==> src/rtl/game_step_sequencer.sv <==
// Tetris step sequencer: spawns, drops, moves, locks and clears the active
// piece by issuing one-cycle strobes to the board datapath.
package tetris_pkg;
    typedef enum logic [2:0] {
        CMD_NONE,
        CMD_LEFT,
        CMD_RIGHT,
        CMD_ROTATE,
        CMD_DOWN,
        CMD_DROP,
        CMD_HOLD,
        CMD_PAUSE
    } command_t;
endpackage

module game_step_sequencer
    import tetris_pkg::*;
#(
    parameter int LOCK_TICKS = 1,
    parameter int LINES_W    = 16,
    parameter int PIECES_W   = 16
) (
    input  logic                clk,
    input  logic                reset,
    input  logic                game_tick,
    input  logic                move_valid,
    input  command_t            move,
    input  logic                left_collision,
    input  logic                right_collision,
    input  logic                down_collision,
    input  logic                rotation_collision,
    input  logic                spawn_collision,
    input  logic                any_full_row,
    input  logic                restart,
    output logic                spawn_en,
    output logic                drop_en,
    output logic                left_en,
    output logic                right_en,
    output logic                rotate_en,
    output logic                lock_en,
    output logic                clear_en,
    output logic                board_clear_en,
    output logic                no_piece,
    output logic                game_over,
    output logic                busy,
    output logic [LINES_W-1:0]  lines_cleared,
    output logic [PIECES_W-1:0] pieces_placed
);

    typedef enum logic [2:0] {
        SPAWN,
        SPAWN_CHK,
        PLAY,
        SETTLE,
        LOCK,
        CLR_CHK,
        CLEAR,
        OVER
    } state_t;

    localparam int CW = $clog2(LOCK_TICKS + 1);

    state_t          state, state_nx;
    logic [CW-1:0]   lock_cnt, lock_cnt_nx, lock_inc;
    logic            tick_pend, tick_pend_nx;
    command_t        mv, mv_nx;
    logic            drop_q, left_q, right_q, rotate_q, bclr_q;
    logic            drop_nx, left_nx, right_nx, rotate_nx, bclr_nx;
    logic            lines_inc, pieces_inc, cnt_zero;
    logic            move_ok, tick_eff, move_issue;
    logic [LINES_W-1:0]  lines_q;
    logic [PIECES_W-1:0] pieces_q;

    assign move_ok  = move_valid &&
                      (move == CMD_LEFT || move == CMD_RIGHT ||
                       move == CMD_ROTATE);
    assign tick_eff = game_tick | tick_pend;
    assign lock_inc = lock_cnt + CW'(1);

    always_comb begin
        state_nx     = state;
        lock_cnt_nx  = lock_cnt;
        tick_pend_nx = tick_pend;
        mv_nx        = move_ok ? move : mv;
        drop_nx      = 1'b0;
        left_nx      = 1'b0;
        right_nx     = 1'b0;
        rotate_nx    = 1'b0;
        bclr_nx      = 1'b0;
        lines_inc    = 1'b0;
        pieces_inc   = 1'b0;
        cnt_zero     = 1'b0;
        move_issue   = 1'b0;
        unique case (state)
            SPAWN: begin
                mv_nx = CMD_NONE;
                // hold one extra cycle while the board clear strobe is out
                if (!bclr_q)
                    state_nx = SPAWN_CHK;
            end
            SPAWN_CHK: begin
                if (game_tick)
                    tick_pend_nx = 1'b1;
                state_nx = spawn_collision ? OVER : PLAY;
            end
            PLAY: begin
                tick_pend_nx = 1'b0;
                if (!down_collision)
                    lock_cnt_nx = '0;
                if (tick_eff) begin
                    if (!down_collision) begin
                        drop_nx  = 1'b1;
                        state_nx = SETTLE;
                    end else if (lock_inc == CW'(LOCK_TICKS)) begin
                        state_nx = LOCK;
                    end else begin
                        lock_cnt_nx = lock_inc;
                    end
                end else if (mv != CMD_NONE) begin
                    left_nx    = (mv == CMD_LEFT) && !left_collision;
                    right_nx   = (mv == CMD_RIGHT) && !right_collision;
                    rotate_nx  = (mv == CMD_ROTATE) && !rotation_collision;
                    move_issue = left_nx | right_nx | rotate_nx;
                    mv_nx      = move_ok ? move : CMD_NONE;
                    if (move_issue)
                        state_nx = SETTLE;
                end
            end
            SETTLE: begin
                if (game_tick)
                    tick_pend_nx = 1'b1;
                state_nx = PLAY;
            end
            LOCK: begin
                lock_cnt_nx = '0;
                pieces_inc  = 1'b1;
                state_nx    = CLR_CHK;
            end
            CLR_CHK: begin
                if (game_tick)
                    tick_pend_nx = 1'b1;
                state_nx = any_full_row ? CLEAR : SPAWN;
            end
            CLEAR: begin
                lines_inc = 1'b1;
                state_nx  = CLR_CHK;
            end
            OVER: begin
                mv_nx        = CMD_NONE;
                tick_pend_nx = 1'b0;
                if (restart) begin
                    bclr_nx     = 1'b1;
                    cnt_zero    = 1'b1;
                    lock_cnt_nx = '0;
                    state_nx    = SPAWN;
                end
            end
            default: state_nx = SPAWN;
        endcase
    end

    always_ff @(posedge clk or posedge reset) begin
        if (reset) begin
            state     <= SPAWN;
            lock_cnt  <= '0;
            tick_pend <= 1'b0;
            mv        <= CMD_NONE;
            drop_q    <= 1'b0;
            left_q    <= 1'b0;
            right_q   <= 1'b0;
            rotate_q  <= 1'b0;
            bclr_q    <= 1'b0;
        end else begin
            state     <= state_nx;
            lock_cnt  <= lock_cnt_nx;
            tick_pend <= tick_pend_nx;
            mv        <= mv_nx;
            drop_q    <= drop_nx;
            left_q    <= left_nx;
            right_q   <= right_nx;
            rotate_q  <= rotate_nx;
            bclr_q    <= bclr_nx;
        end
    end

    always_ff @(posedge clk or posedge reset) begin
        if (reset) begin
            lines_q  <= '0;
            pieces_q <= '0;
        end else if (cnt_zero) begin
            lines_q  <= '0;
            pieces_q <= '0;
        end else begin
            if (lines_inc && lines_q != '1)
                lines_q <= lines_q + LINES_W'(1);
            if (pieces_inc && pieces_q != '1)
                pieces_q <= pieces_q + PIECES_W'(1);
        end
    end

    // spawn is decoded from state, so mask it while reset holds state at SPAWN
    assign spawn_en       = (state == SPAWN) && !bclr_q && !reset;
    assign drop_en        = drop_q;
    assign left_en        = left_q;
    assign right_en       = right_q;
    assign rotate_en      = rotate_q;
    assign lock_en        = (state == LOCK);
    assign clear_en       = (state == CLEAR);
    assign board_clear_en = bclr_q;
    assign no_piece       = !(state == PLAY || state == SETTLE);
    assign game_over      = (state == OVER);
    assign busy           = (state != PLAY);
    assign lines_cleared  = lines_q;
    assign pieces_placed  = pieces_q;

endmodule

==> config.mk <==
export PLATFORM = sky130hd
export DESIGN_NAME = game_step_sequencer
export DESIGN_NICKNAME = d
export VERILOG_FILES = /design/src/rtl/game_step_sequencer.sv
export SDC_FILE = /design/constraint.sdc
export NUM_CORES = 1
export LEC_CHECK = 0
export ABC_AREA = 1
export CORE_ASPECT_RATIO = 2
export CORE_MARGIN = 2
export CORE_UTILIZATION = 40
export DETAILED_ROUTE_END_ITERATION = 7
export GPL_TIMING_DRIVEN = 0
export PLACE_DENSITY = 0.65
export SLEW_MARGIN = 25
export SYNTH_ARGS = -nofsm -noshare
export SYNTH_HDL_FRONTEND = slang
export SYNTH_SLANG_ARGS = --single-unit
==> constraint.sdc <==
create_clock -name clk -period 1.4 [get_ports clk]
set_input_delay 0.28 -clock clk [delete_from_list [all_inputs] [get_ports clk]]
set_output_delay 0.28 -clock clk [all_outputs]
set_load 0.02 [all_outputs]
Word level (Yosys, flattened, before mapping)
Index checks and enable logic that the tools add are counted.

Register bits after elaboration: 45. Input port bits: 14. Output and inout port bits: 43. Word-level logic and storage cells: 112.

$add $sub $neg: 3. Equality and inequality tests: 22. Muxes and demuxes: 43. Bitwise gates (word level): 3. Reductions and logical operators: 30.

Operator list (number): two-way mux 16 bit (4); two-way mux 3 bit (13); adder 16 x 1 -> 16 bit, second input constant (2); != test 16 bit, second input constant (2); two-way mux 1 bit (22); case mux 3 bit (7 select lines) (1); equality test 3 x 2 -> 1 bit, second input constant (6); equality test 3 bit, second input constant (4); equality test 3 x 1 -> 1 bit, second input constant (3); logical AND 1 bit (8); logical NOT 1 bit (6); != test 3 bit, second input constant (2); case mux 3 bit (2 select lines) (1); nonzero test 2 bit (3); nonzero test 3 bit (2); OR reduction 2 bit (3); AND reduction 5 bit (1); != test 2 bit, second input constant (2); != test 4 bit, second input constant (1); AND reduction 2 bit (2); logical NOT 3 bit (1); logical OR 1 bit (3); != test 3 x 2 -> 1 bit, second input constant (1); bitwise OR 1 bit (3); 5 further kinds (5).

Logic depth before layout (Yosys ltp)
Depth after elaboration: 8. Gate-level depth with buffers: 10. Depth with buffers taken out: 9.

Least setup slack after synthesis
Ideal clock, no wire load.

Kind: register to register. Start point: reg pieces_q[1], in the netlist pieces_placed[1]. End point: reg pieces_q[3], in the netlist pieces_placed[3]. Setup time: 65 ps. Data arrival time: 1604 ps. Required time: 1335 ps. Setup slack: -269 ps. Stages on the path, launching flop included: 11. Path buffers: 1. Period minus slack after synthesis: 1669 ps. Cell sequence: dfrtp_1 ha_1 nand3_1 inv_2 nand2_2 nor2_4 nor2_4 nor2_4 buf_6 nand2_1 nand2_1.

Cells in the longest elaborated chain, start to end: 3. Elaborated cells on any way between the ends: 6. Classes of those cells: add/sub: 1; eq/ne: 1; mux: 2; reduce/logical: 2.

Ends and longest elaborated chain: start: declaration (RTL line 72) `logic [PIECES_W-1:0] pieces_q;`; start signal: assignment (RTL line 197) `pieces_q <= pieces_q + PIECES_W'(1);`; adder 16 x 1 -> 16 bit / != test 16 bit (equally long branches) (RTL line 197, 196); two-way mux 16 bit / logical AND 1 bit (equally long branches) (RTL line 196) `if (pieces_inc && pieces_q != '1)`; two-way mux 16 bit / nonzero test 2 bit (equally long branches).

Several ways; a longest one is shown, not always the timed one. The select of a mux whose other input is x is not followed. A chain may end at the register's enable or synchronous reset.

Final worst setup path
Start point: reg lines_q[12], in the netlist lines_cleared[12]. End point: reg lines_q[1], in the netlist lines_cleared[1].

Cells in the longest elaborated chain, start to end: 3.

Ends and longest elaborated chain: start: declaration (RTL line 71) `logic [LINES_W-1:0] lines_q;`; start signal: assignment (RTL line 195) `lines_q <= lines_q + LINES_W'(1);`; != test 16 bit (RTL line 194) `if (lines_inc && lines_q != '1)`; logical AND 1 bit (RTL line 194); nonzero test 2 bit (no line).

Every way passes these cells.

==> results.txt <==
The critical path's most frequent cell is nor2_4. The total power came out at 6.70 mW. The sequential cells in the finished layout cover a total of 1150 µm². The number of slew-limit violations in the final report is 0, and the via count of the first global-routing pass is 2,773. Registers are responsible for 28.3% of the overall power. Subtracting the final worst setup slack from the clock period gives 1.56 ns. The count of synthesis-stage warnings from yosys is 0, and the net count after synthesis is 410. The run gives 40.6% as the proportion of synthesized chip area in sequential cells. The library cells used most frequently in the layout, excluding fill and tap cells, are nand2_1 (105), nor2_1 (47), nand4_1 (36). For this design the top-level I/O count stands at 57. For this block, the initial DRC count from the detailed router was 174. The highest fanout seen on the critical path was 5; the post-layout net count was 519.

The critical path in this run is classified as reg2reg. The total power per unit cell area was 1530 nW/µm²; the wire length of the first global-routing pass was 13.0 mm. The tools report the weighted congestion reported at the end of routability-driven placement as 0.890. The tools report the setup skew after layout as 0.00569 ns. The kind of cell with the highest combined delay on the critical path was simple AND/OR/NAND/NOR gates.

After detailed routing, the average wire length per cell comes to 14.0 µm. The logs give 64.0% for the fraction of the core area covered by cells at the end of the flow and 394 for the post-synthesis cell count. The run finished, with violations left. For the total number of vias, the log shows 2,984. In this run the vertical extent of the chip is 122 µm. CTS placed an instance of clkbuf_16 at the clock tree root.

The floorplan step defined a core boundary enclosing 6830 µm². The number of different library cells used by synthesis comes to 24. The slack of the critical path was -0.155 ns; the synthesis-stage register bit count was 45. The area growth from synthesis to layout is 57.7%. The run gives 5 as the CTS buffer count. The fraction of the cycle the final worst path needs is 111%.

The number of buffers and inverters on the critical path was 1; the layout cell share with drive strength beyond 1 was 36.9%. The final reports fail on negative setup slack. In this run switching power makes up 40.5% of total power.

The data arrival time of the worst path is 1.78 ns. The run gives 8.30 mm as the aggregate routed wire length. The pre-antenna-repair detailed-routing pass consisted of 4 iterations.

A synthesized cell averages 7.03 µm². In this run, the clock network consumes 20.9% of the power. CTS built an H-tree with a depth of 2. The worst slew margin relative to its limit is 71.1%, and the number of port buffers is 56.

For this run, the slowest stage of the critical path takes 0.45 ns. Cell internal power was estimated by the tool at 3.99 mW. On the critical path, the stage with the largest delay is an instance of dfrtp_1. For this design, the sink count on the clock tree is 45.

The logs give 2 for the deepest clock path buffer count and 0.643 GHz for the timing-limited maximum frequency. Entering global routing, the biggest net connects 28 pins. Class of the tightest hold or removal check: in2async. The worst-case IR drop observed on VDD is 0.734 mV. Walking the worst path, the cells encountered are nand2_1, nor2_1, nand2_1, nor2_4, nor2_4, nor2_4, buf_6, nand2_2, nand2_2. The wire-length estimate of the detail-placed layout is 5.29 mm. The floorplan has 43 rows.

The logs give 0.29 ns for the insertion delay of the later-clocked pin in the worst-skew pair and 2.71 mW for the reported net switching power. The area of the multi-input gates came out at 1780 µm². For the detailed-route DRC error count, the log shows 0. The number of antenna diodes in the final layout is 0.

Using the TritonRoute via totals, the vias-per-cell ratio works out to 5.02. The relative contribution of combinational cells to total power is 50.8%. The run gives 0 as the remaining global-route overflow. For the worst path required time, the log shows 1.63 ns. TritonCTS built the clock tree. The tools report the worst setup timing slack at the placement stage as -0.466 ns.

The number of fill cells in the layout was 617. The type of element launching the critical path is a flip-flop. The tools report the nature of the critical path endpoint as a flip-flop. The setup slack on the worst flop-to-flop path came out at -0.16 ns. Setup repair after global routing could not meet its margin everywhere.

The run gives 0.402 ns as the worst hold-check slack. For the number of hold violations in the final report, the log shows 0. In the global route stage, overall resource usage came out at 21.4%. For the final setup TNS, the log shows -4.34 ns. The logs give 0 for the total of max-cap violations and 0 for the initial antenna violation count.

The remaining number of nets flagged by the antenna check after routing is 0, and the x dimension of the die is 62.9 µm. The mapped netlist covers 2770 µm². Clock-pin slew was measured on the worst setup and hold paths at 0.06 ns.

For the count of endpoints failing setup in the final report, the log shows 37. At the pin with the least slew margin, the transition time is 0.432 ns. Leaving out fill and tap cells, the most frequent cell in the layout is nand2_1.

For this design the static power due to leakage is 2.06 nW. The die covers 7650 µm². The initial standard-cell utilization of the core came out at 40.6%.
cells in the mapped netlist (all sizes together):
| library cell | n | share of area (%) |
|---|---|---|
| a21boi | 1 | 0.27 |
| a21oi | 5 | 0.90 |
| buf | 7 | 2.0 |
| dfrtp | 45 | 41 |
| ha | 2 | 0.90 |
| inv | 33 | 4.5 |
| nand2 | 142 | 19 |
| nand3 | 24 | 4.5 |
| nand4 | 36 | 8.1 |
| nor2 | 70 | 12 |
| nor3 | 2 | 0.36 |
| nor3b | 1 | 0.27 |
| nor4 | 1 | 0.23 |
| o21ai | 9 | 1.6 |
| o21bai | 4 | 1.1 |
| or2 | 4 | 0.90 |
| xor2 | 8 | 2.5 |
through the flow:
step	std cells	instance area, µm²
after CTS	579	4040
after global routing	594	4370
final	594	4370
after detailed placement	541	3550
after global placement	540	3530
after floorplan	394	2860
path summary, 6_finish.rpt:
path,from,end,depth (start not counted)
max reg2reg,lines_cleared[12],lines_cleared[1],9
max in group asynchronous,reset,lines_cleared[10],3
max,lines_cleared[12],lines_cleared[1],9
min reg2reg,lock_cnt,lock_cnt,1
min in group clk,lock_cnt,lock_cnt,1
min,reset,drop_en,2
routing by layer:
layer	global-route usage, %	wire, µm
met5	0	0
met4	9.31	180
met3	4.16	295
met2	36.9	4430
met1	25.9	3400
flip-flops by register name, indices dropped and copies added, names as in the netlist, 3 cells and up:
register	count
state	3
mv	3
pieces_placed	16
lines_cleared	16
final cells by class:
| cell class | instances | area share [%] |
|---|---|---|
| clock inverter | 2 | 0.859 |
| buffer | 7 | 1.89 |
| tap | 90 | 2.58 |
| multi-input combinational | 309 | 40.8 |
| timing repair buffer | 102 | 21.2 |
| inverter | 33 | 3.12 |
| clock buffer | 6 | 3.18 |
| sequential | 45 | 26.4 |
worst reg2reg max path, delay by kind of cell, from the launching register on:
family	cells	cell delay [ns]
simple gates	8	0.89
flops	1	0.45
buf+inv	1	0.16
timing repair:
item / 4_1_cts / 5_1_grt
pin swaps: 22 / 15
hold buffers: 0 / 0
resized for setup: 134 / 79
buffers inserted: 27 / 14
endpoints found under the setup margin: 78 / 56
cloned: 3 / 1
cells by family (layout without fill, tap and decap cells):
| group | after synthesis | after routing | share of synthesized area, % |
|---|---|---|---|
| adder cells (fa/ha/maj) | 2 | 2 | 0.903 |
| buffers and inverters | 40 | 150 | 6.50 |
| AND/OR/NAND/NOR | 280 | 280 | 45.6 |
| flip-flops | 45 | 45 | 40.6 |
| XOR/XNOR | 8 | 8 | 2.53 |
| AO/OA/AOI/OAI | 19 | 19 | 3.88 |
power by group through the flow:
| stage | clock network, mW | registers (mW) | logic [mW] |
|---|---|---|---|
| final | 1.40 | 1.90 | 3.41 |
| after global routing | 1.51 | 1.94 | 3.68 |
| after CTS | 1.43 | 1.89 | 2.83 |
| after detailed placement | 0 | 1.92 | 2.29 |
| after global placement | 0 | 1.92 | 2.25 |
| after floorplan | 0 | 2.04 | 1.34 |
(Power assumes the default switching activity.)
